## src/rtl/flashemu_mio.sv

```systemverilog
// SPI NOR flash emulator: oversampled SPI pins, single/dual/quad reads and
// JEDEC ID, served from a byte-wide memory port with a one-byte prefetch.
module flashemu_mio #(
    parameter int          AW       = 16,
    parameter int          DUMMY    = 8,
    parameter logic [23:0] JEDEC_ID = 24'hEF4016
) (
    input  logic          clk,
    input  logic          rst,
    input  logic          spi_clk,
    input  logic          spi_cs_n,
    input  logic [3:0]    spi_io_di,
    output logic [3:0]    spi_io_do,
    output logic [3:0]    spi_io_oe,
    output logic          mem_re,
    output logic [AW-1:0] mem_addr,
    input  logic [7:0]    mem_rdata
);

    typedef enum logic [2:0] {
        S_IDLE,
        S_CMD,
        S_ADDR,
        S_DUMMY,
        S_DATA,
        S_ID,
        S_IGNORE
    } state_t;

    typedef enum logic [1:0] {
        LANE_1,
        LANE_2,
        LANE_4
    } lanes_t;

    localparam logic [5:0] DUMMY_LAST = 6'(DUMMY - 1);

    logic [1:0] sclk_sync;
    logic [1:0] cs_sync;
    logic [1:0] io0_sync;
    logic       sclk_d;
    logic       cs_d;

    // CS flops reset low so a frame already running at reset release can
    // never look like a fresh CS falling edge.
    always_ff @(posedge clk or posedge rst) begin
        if (rst) begin
            sclk_sync <= '0;
            cs_sync   <= '0;
            io0_sync  <= '0;
            sclk_d    <= 1'b0;
            cs_d      <= 1'b0;
        end else begin
            sclk_sync <= {sclk_sync[0], spi_clk};
            cs_sync   <= {cs_sync[0], spi_cs_n};
            io0_sync  <= {io0_sync[0], spi_io_di[0]};
            sclk_d    <= sclk_sync[1];
            cs_d      <= cs_sync[1];
        end
    end

    logic rise;
    logic fall;
    logic cs_high;
    logic cs_fall;
    logic din;
    logic unused_io;

    assign rise      = sclk_sync[1] & ~sclk_d;
    assign fall      = ~sclk_sync[1] & sclk_d;
    assign cs_high   = cs_sync[1];
    assign cs_fall   = ~cs_sync[1] & cs_d;
    assign din       = io0_sync[1];
    assign unused_io = ^spi_io_di[3:1];

    state_t        state;
    lanes_t        lanes;
    logic          slow;
    logic [5:0]    bit_cnt;
    logic [AW-2:0] shreg;
    logic [AW-1:0] addr;
    logic [7:0]    cur;
    logic [7:0]    next_byte;
    logic [2:0]    unit_cnt;
    logic [1:0]    id_idx;
    logic          re_d;

    logic [AW-1:0] start_addr;
    logic [7:0]    byte_src;
    logic [2:0]    last_unit;
    logic [7:0]    jedec_byte;

    assign start_addr = {shreg, din};

    // A fetch can land on the very cycle its byte is needed, so bypass it.
    always_comb begin
        byte_src = cur;
        if (unit_cnt == 3'd0) begin
            byte_src = re_d ? mem_rdata : next_byte;
        end
        case (lanes)
            LANE_2:  last_unit = 3'd3;
            LANE_4:  last_unit = 3'd1;
            default: last_unit = 3'd7;
        endcase
        case (id_idx)
            2'd0:    jedec_byte = JEDEC_ID[23:16];
            2'd1:    jedec_byte = JEDEC_ID[15:8];
            default: jedec_byte = JEDEC_ID[7:0];
        endcase
    end

    always_ff @(posedge clk or posedge rst) begin
        if (rst) begin
            state     <= S_IDLE;
            lanes     <= LANE_1;
            slow      <= 1'b0;
            bit_cnt   <= '0;
            shreg     <= '0;
            addr      <= '0;
            cur       <= '0;
            next_byte <= '0;
            unit_cnt  <= '0;
            id_idx    <= '0;
            re_d      <= 1'b0;
            mem_re    <= 1'b0;
            mem_addr  <= '0;
            spi_io_do <= '0;
            spi_io_oe <= '0;
        end else begin
            mem_re <= 1'b0;
            re_d   <= mem_re;
            if (re_d) begin
                next_byte <= mem_rdata;
            end
            if (cs_high) begin
                state     <= S_IDLE;
                spi_io_do <= '0;
                spi_io_oe <= '0;
            end else begin
                case (state)
                    S_IDLE: begin
                        if (cs_fall) begin
                            state   <= S_CMD;
                            bit_cnt <= '0;
                        end
                    end
                    S_CMD: begin
                        if (rise) begin
                            shreg   <= {shreg[AW-3:0], din};
                            bit_cnt <= bit_cnt + 6'd1;
                            if (bit_cnt == 6'd7) begin
                                bit_cnt  <= '0;
                                unit_cnt <= '0;
                                lanes    <= LANE_1;
                                slow     <= 1'b0;
                                case ({shreg[6:0], din})
                                    8'h03: begin
                                        state <= S_ADDR;
                                        slow  <= 1'b1;
                                    end
                                    8'h0B: state <= S_ADDR;
                                    8'h3B: begin
                                        state <= S_ADDR;
                                        lanes <= LANE_2;
                                    end
                                    8'h6B: begin
                                        state <= S_ADDR;
                                        lanes <= LANE_4;
                                    end
                                    8'h9F: begin
                                        state     <= S_ID;
                                        next_byte <= JEDEC_ID[23:16];
                                        id_idx    <= 2'd1;
                                    end
                                    default: state <= S_IGNORE;
                                endcase
                            end
                        end
                    end
                    S_ADDR: begin
                        if (rise) begin
                            shreg   <= {shreg[AW-3:0], din};
                            bit_cnt <= bit_cnt + 6'd1;
                            if (bit_cnt == 6'd23) begin
                                bit_cnt <= '0;
                                addr    <= start_addr;
                                if (slow || DUMMY == 0) begin
                                    state    <= S_DATA;
                                    mem_re   <= 1'b1;
                                    mem_addr <= start_addr;
                                    addr     <= start_addr + 1'b1;
                                end else begin
                                    state <= S_DUMMY;
                                end
                            end
                        end
                    end
                    S_DUMMY: begin
                        if (rise) begin
                            bit_cnt <= bit_cnt + 6'd1;
                            if (bit_cnt == DUMMY_LAST) begin
                                state    <= S_DATA;
                                mem_re   <= 1'b1;
                                mem_addr <= addr;
                                addr     <= addr + 1'b1;
                            end
                        end
                    end
                    S_DATA, S_ID: begin
                        if (fall) begin
                            unit_cnt <= (unit_cnt == last_unit) ? 3'd0 : unit_cnt + 3'd1;
                            case (lanes)
                                LANE_2: begin
                                    spi_io_do <= {2'b00, byte_src[7:6]};
                                    spi_io_oe <= 4'b0011;
                                    cur       <= {byte_src[5:0], 2'b00};
                                end
                                LANE_4: begin
                                    spi_io_do <= byte_src[7:4];
                                    spi_io_oe <= 4'b1111;
                                    cur       <= {byte_src[3:0], 4'b0000};
                                end
                                default: begin
                                    spi_io_do <= {2'b00, byte_src[7], 1'b0};
                                    spi_io_oe <= 4'b0010;
                                    cur       <= {byte_src[6:0], 1'b0};
                                end
                            endcase
                            // Each byte start prefetches the following byte.
                            if (unit_cnt == 3'd0) begin
                                if (state == S_DATA) begin
                                    mem_re   <= 1'b1;
                                    mem_addr <= addr;
                                    addr     <= addr + 1'b1;
                                end else begin
                                    next_byte <= jedec_byte;
                                    id_idx    <= (id_idx == 2'd2) ? 2'd0 : id_idx + 2'd1;
                                end
                            end
                        end
                    end
                    S_IGNORE: begin
                        spi_io_oe <= '0;
                    end
                    default: state <= S_IDLE;
                endcase
            end
        end
    end

endmodule

```

## config.mk

```make
export PLATFORM = sky130hd
export DESIGN_NAME = flashemu_mio
export DESIGN_NICKNAME = d
export VERILOG_FILES = /design/src/rtl/flashemu_mio.sv
export SDC_FILE = /design/constraint.sdc
export NUM_CORES = 1
export LEC_CHECK = 0
export CAP_MARGIN = 20
export CORE_MARGIN = 1.5
export CORE_UTILIZATION = 43
export DETAILED_ROUTE_END_ITERATION = 16
export GPL_TIMING_DRIVEN = 1
export PLACE_DENSITY_LB_ADDON = 0.15
export SYNTH_ARGS = -nofsm -noshare
export SYNTH_HDL_FRONTEND = slang
export SYNTH_SLANG_ARGS = --single-unit
```

## constraint.sdc

```tcl
create_clock -name clk -period 5.39 [get_ports clk]
set_input_delay 1.078 -clock clk [delete_from_list [all_inputs] [get_ports clk]]
set_output_delay 1.078 -clock clk [all_outputs]
set_load 0.005 [all_outputs]
```

==> reports/metrics.cfg <==
[synth]
synth_cell_types = 66
synth_seq_area_share_pct = 43.82
synth_compound_area_share_pct = 19.31
synthArstFlopShare_pct = 100.0
avgSynthCellArea_um2 = 9.138
synthXorXnorAreaFrac_pct = 2.716
synthMuxAreaShare_pct = 6.915
yosys.area_share.simple_pct = 20.22
yosys_warnings = 0
synth_edf_count = 0
syn_inst = 600
syn-num-nets = 624
synth_seq_cells = 96
synth_adder_area_share_pct = 1.826
synth_ff_type = dfrtp_1
synth_top_family_by_area = simple AND/OR/NAND/NOR gates
synth_area_um2 = 5483

[clock_network]
clkTransAtPathRegs_ps = 60
cts_tree = built
clock_path_buffers = 2
ctsResizeCount = 0
postCtsSetupRepairBufs = 0
clock-sinks = 96
root_buffer = clkbuf_16
cts_made_buffers = 9
htree_levels = 3
holdBufCountCts = 0
clk_latency_ps = 350

[critical_path]
arrival_ps = 3080
crit_type = flop to flop
startpoint = state[2]$_DFFE_PP0P_
rrSetupSlack_ps = 2540
rr_startpoint = state[2]$_DFFE_PP0P_
reg2reg_depth = 5
start_kind = flop
r2r_end = addr[15]$_DFFE_PP0P_
cp_max_fo = 28
critPathCaptureType = flop
critPathRequiredTime_ps = 5630

[timing]
fmax_mhz = 351.3
tns_ps = 0
rsz0062_at_grt = false
hold_viol = 0
drv_slew = 0
maxSlewHeadroom_pct = 33.65
period_minus_slack_ps = 2846
fin_crit_sh_pct = 52.81
tightest_slew_ps = 995.3
fin_skew_ps = 8.412
finalHoldWorstSlack_ps = 348.1
report.final.setup_viol = 0
layout_setup_ws_ps = 2544

[status]
status = completed

[finish]
fin_cells = 790
area_growth_pct = 13.58
num_antenna_cells = 0
drive_gt1_share_pct = 8.091
layout.nets = 638
final_cell_mix = 96 x dfrtp_1, 72 x nand2_1, 65 x o21ai_0, 43 x a21oi_1, 37 x clkdlybuf4s50_1
layout_commonest_cell = dfrtp_1
post-route-cell-area_um2 = 6227

[floorplanning]
die-area_um2 = 13440
die_x_um = 115.9
die_h_um = 115.9
placementRows = 41
io_pins = 41
core_region_area_um2 = 12520
start_util_pct = 43.80

[global_routing]
grt_overflow_total = 0
antenna_found_initial = 0
grt_first_pass_wirelength_mm = 21.57
grt_use_total_pct = 20.46
grt_max_degree = 60
first_global_vias = 4155

[pwr]
peakVddDrop_mv = 0.1423
power_per_cell_area_nw_per_um2 = 373.1
power_leakage_nw = 2.630

[placement]
port_buffers = 37
detailed_place.area_um2 = 5924
dp_cells = 774
place.gp.congestion = 0.8251
dp_hpwl_mm = 8.858
place_ws_ps = 2591

[routing]
drcViolationCount = 0
wire_per_inst_um = 16.22
via_count = 4513
first_pass_iters = 5
drtAntennaViolNets = 0
drtIter0Drc = 394
routed_wl_mm = 12.81
routed_via_density = 5.713

[min_path]
hold_class = flop to flop
min_from = cs_sync[0]$_DFF_PP0_
min_to = cs_sync[1]$_DFF_PP0_
hold_depth = 0

[run]
max_cap_viol_count = 0

==> area by class of cell <==
class	instances	area (um2)
Clock buffer	11	242.7
Timing Repair Buffer	41	407.9
Multi-Input combinational cell	440	2814
Sequential cell	96	2402
Fill cell	1245	6290
Tap cell	172	215.2
Inverter	26	100.1
Clock inverter	4	45.04
==> report_power, final <==
part	switching (mW)	total (mW)	internal (mW)
clock	0.272	0.640	0.368
sequential	0.196	1.04	0.847
combinational	0.362	0.641	0.279
total	0.830	2.32	1.49
==> metal layers <==
layer / wire length [um] / global-route usage [%] / vias to the layer above
met4: 228 / 7.317 / 0
met1: 6576 / 31.78 / 2199
met2: 5561 / 28.82 / 102
met3: 446 / 2.720 / 15
li1: - / - / 2197
met5: 0 / 0 / -
==> synthesized netlist by cell type (8+ instances only) <==
cell type	count	area (um2)
nor2b_1	9	56.30
o21ai_0	65	325.3
xor2_1	9	78.83
dfrtp_1	96	2402
clkbuf_1	14	52.55
buf_2	18	90.09
nand2b_1	10	62.56
nor3_1	9	45.04
nand4_1	9	56.30
nand2_1	72	270.3
xnor2_1	8	70.07
nor2_1	28	105.1
a21oi_1	43	215.2
inv_1	26	97.59
mux2i_1	21	210.2
ha_1	8	100.1
nand3_1	21	105.1
mux2_2	15	168.9
==> how the worst max path moves through the flow <==
stage / slack [ps] / end
after CTS: 2530 / addr[15]$_DFFE_PP0P_
after detailed placement: 2590 / addr[15]$_DFFE_PP0P_
final: 2540 / addr[15]$_DFFE_PP0P_
after floorplan: 1810 / addr[0]$_DFFE_PP0P_
after global routing: 2320 / addr[15]$_DFFE_PP0P_
after global placement: 2640 / addr[15]$_DFFE_PP0P_
==> critical path: stages (launching register included) <==
cell      delay (ps)
dfrtp_1          960
nand2b_1         300
o21a_1           540
and4_1           380
or3_1            350
a22o_1           190
==> state kept, by name (all words and copies together), names as in the netlist <==
| name | flops |
|---|---|
| addr | 16 |
| slow | 1 |
| io0_sync | 2 |
| state | 3 |
| sclk_d | 1 |
| bit_cnt | 6 |
| re_d | 1 |
| cs_d | 1 |
| mem_re | 1 |
| spi_io_oe | 3 |
| unit_cnt | 3 |
| lanes | 2 |
| spi_io_do | 4 |
| cs_sync | 2 |
| id_idx | 2 |
| mem_addr | 16 |
| sclk_sync | 2 |
| next_byte | 8 |
| shreg | 15 |
| cur | 7 |
==> kinds of logic after synthesis <==
| group | count (synthesis) |
|---|---|
| flip-flops | 96 |
| multiplexers | 36 |
| XOR/XNOR | 17 |
| AO/OA/AOI/OAI | 173 |
| AND/OR/NAND/NOR | 206 |
| adder cells (fa/ha/maj) | 8 |
| buffers and inverters | 64 |
==> stage by stage <==
stage          power (mW)  util [%]
3_5_place_dp        1.686     47.33
6_report            2.323     49.75
3_3_place_gp        1.665     47.33
4_1_cts             2.337     49.63
5_1_grt             2.478     49.75
2_1_floorplan       1.521         -
Note: power is estimated with default switching activity, not from simulation.
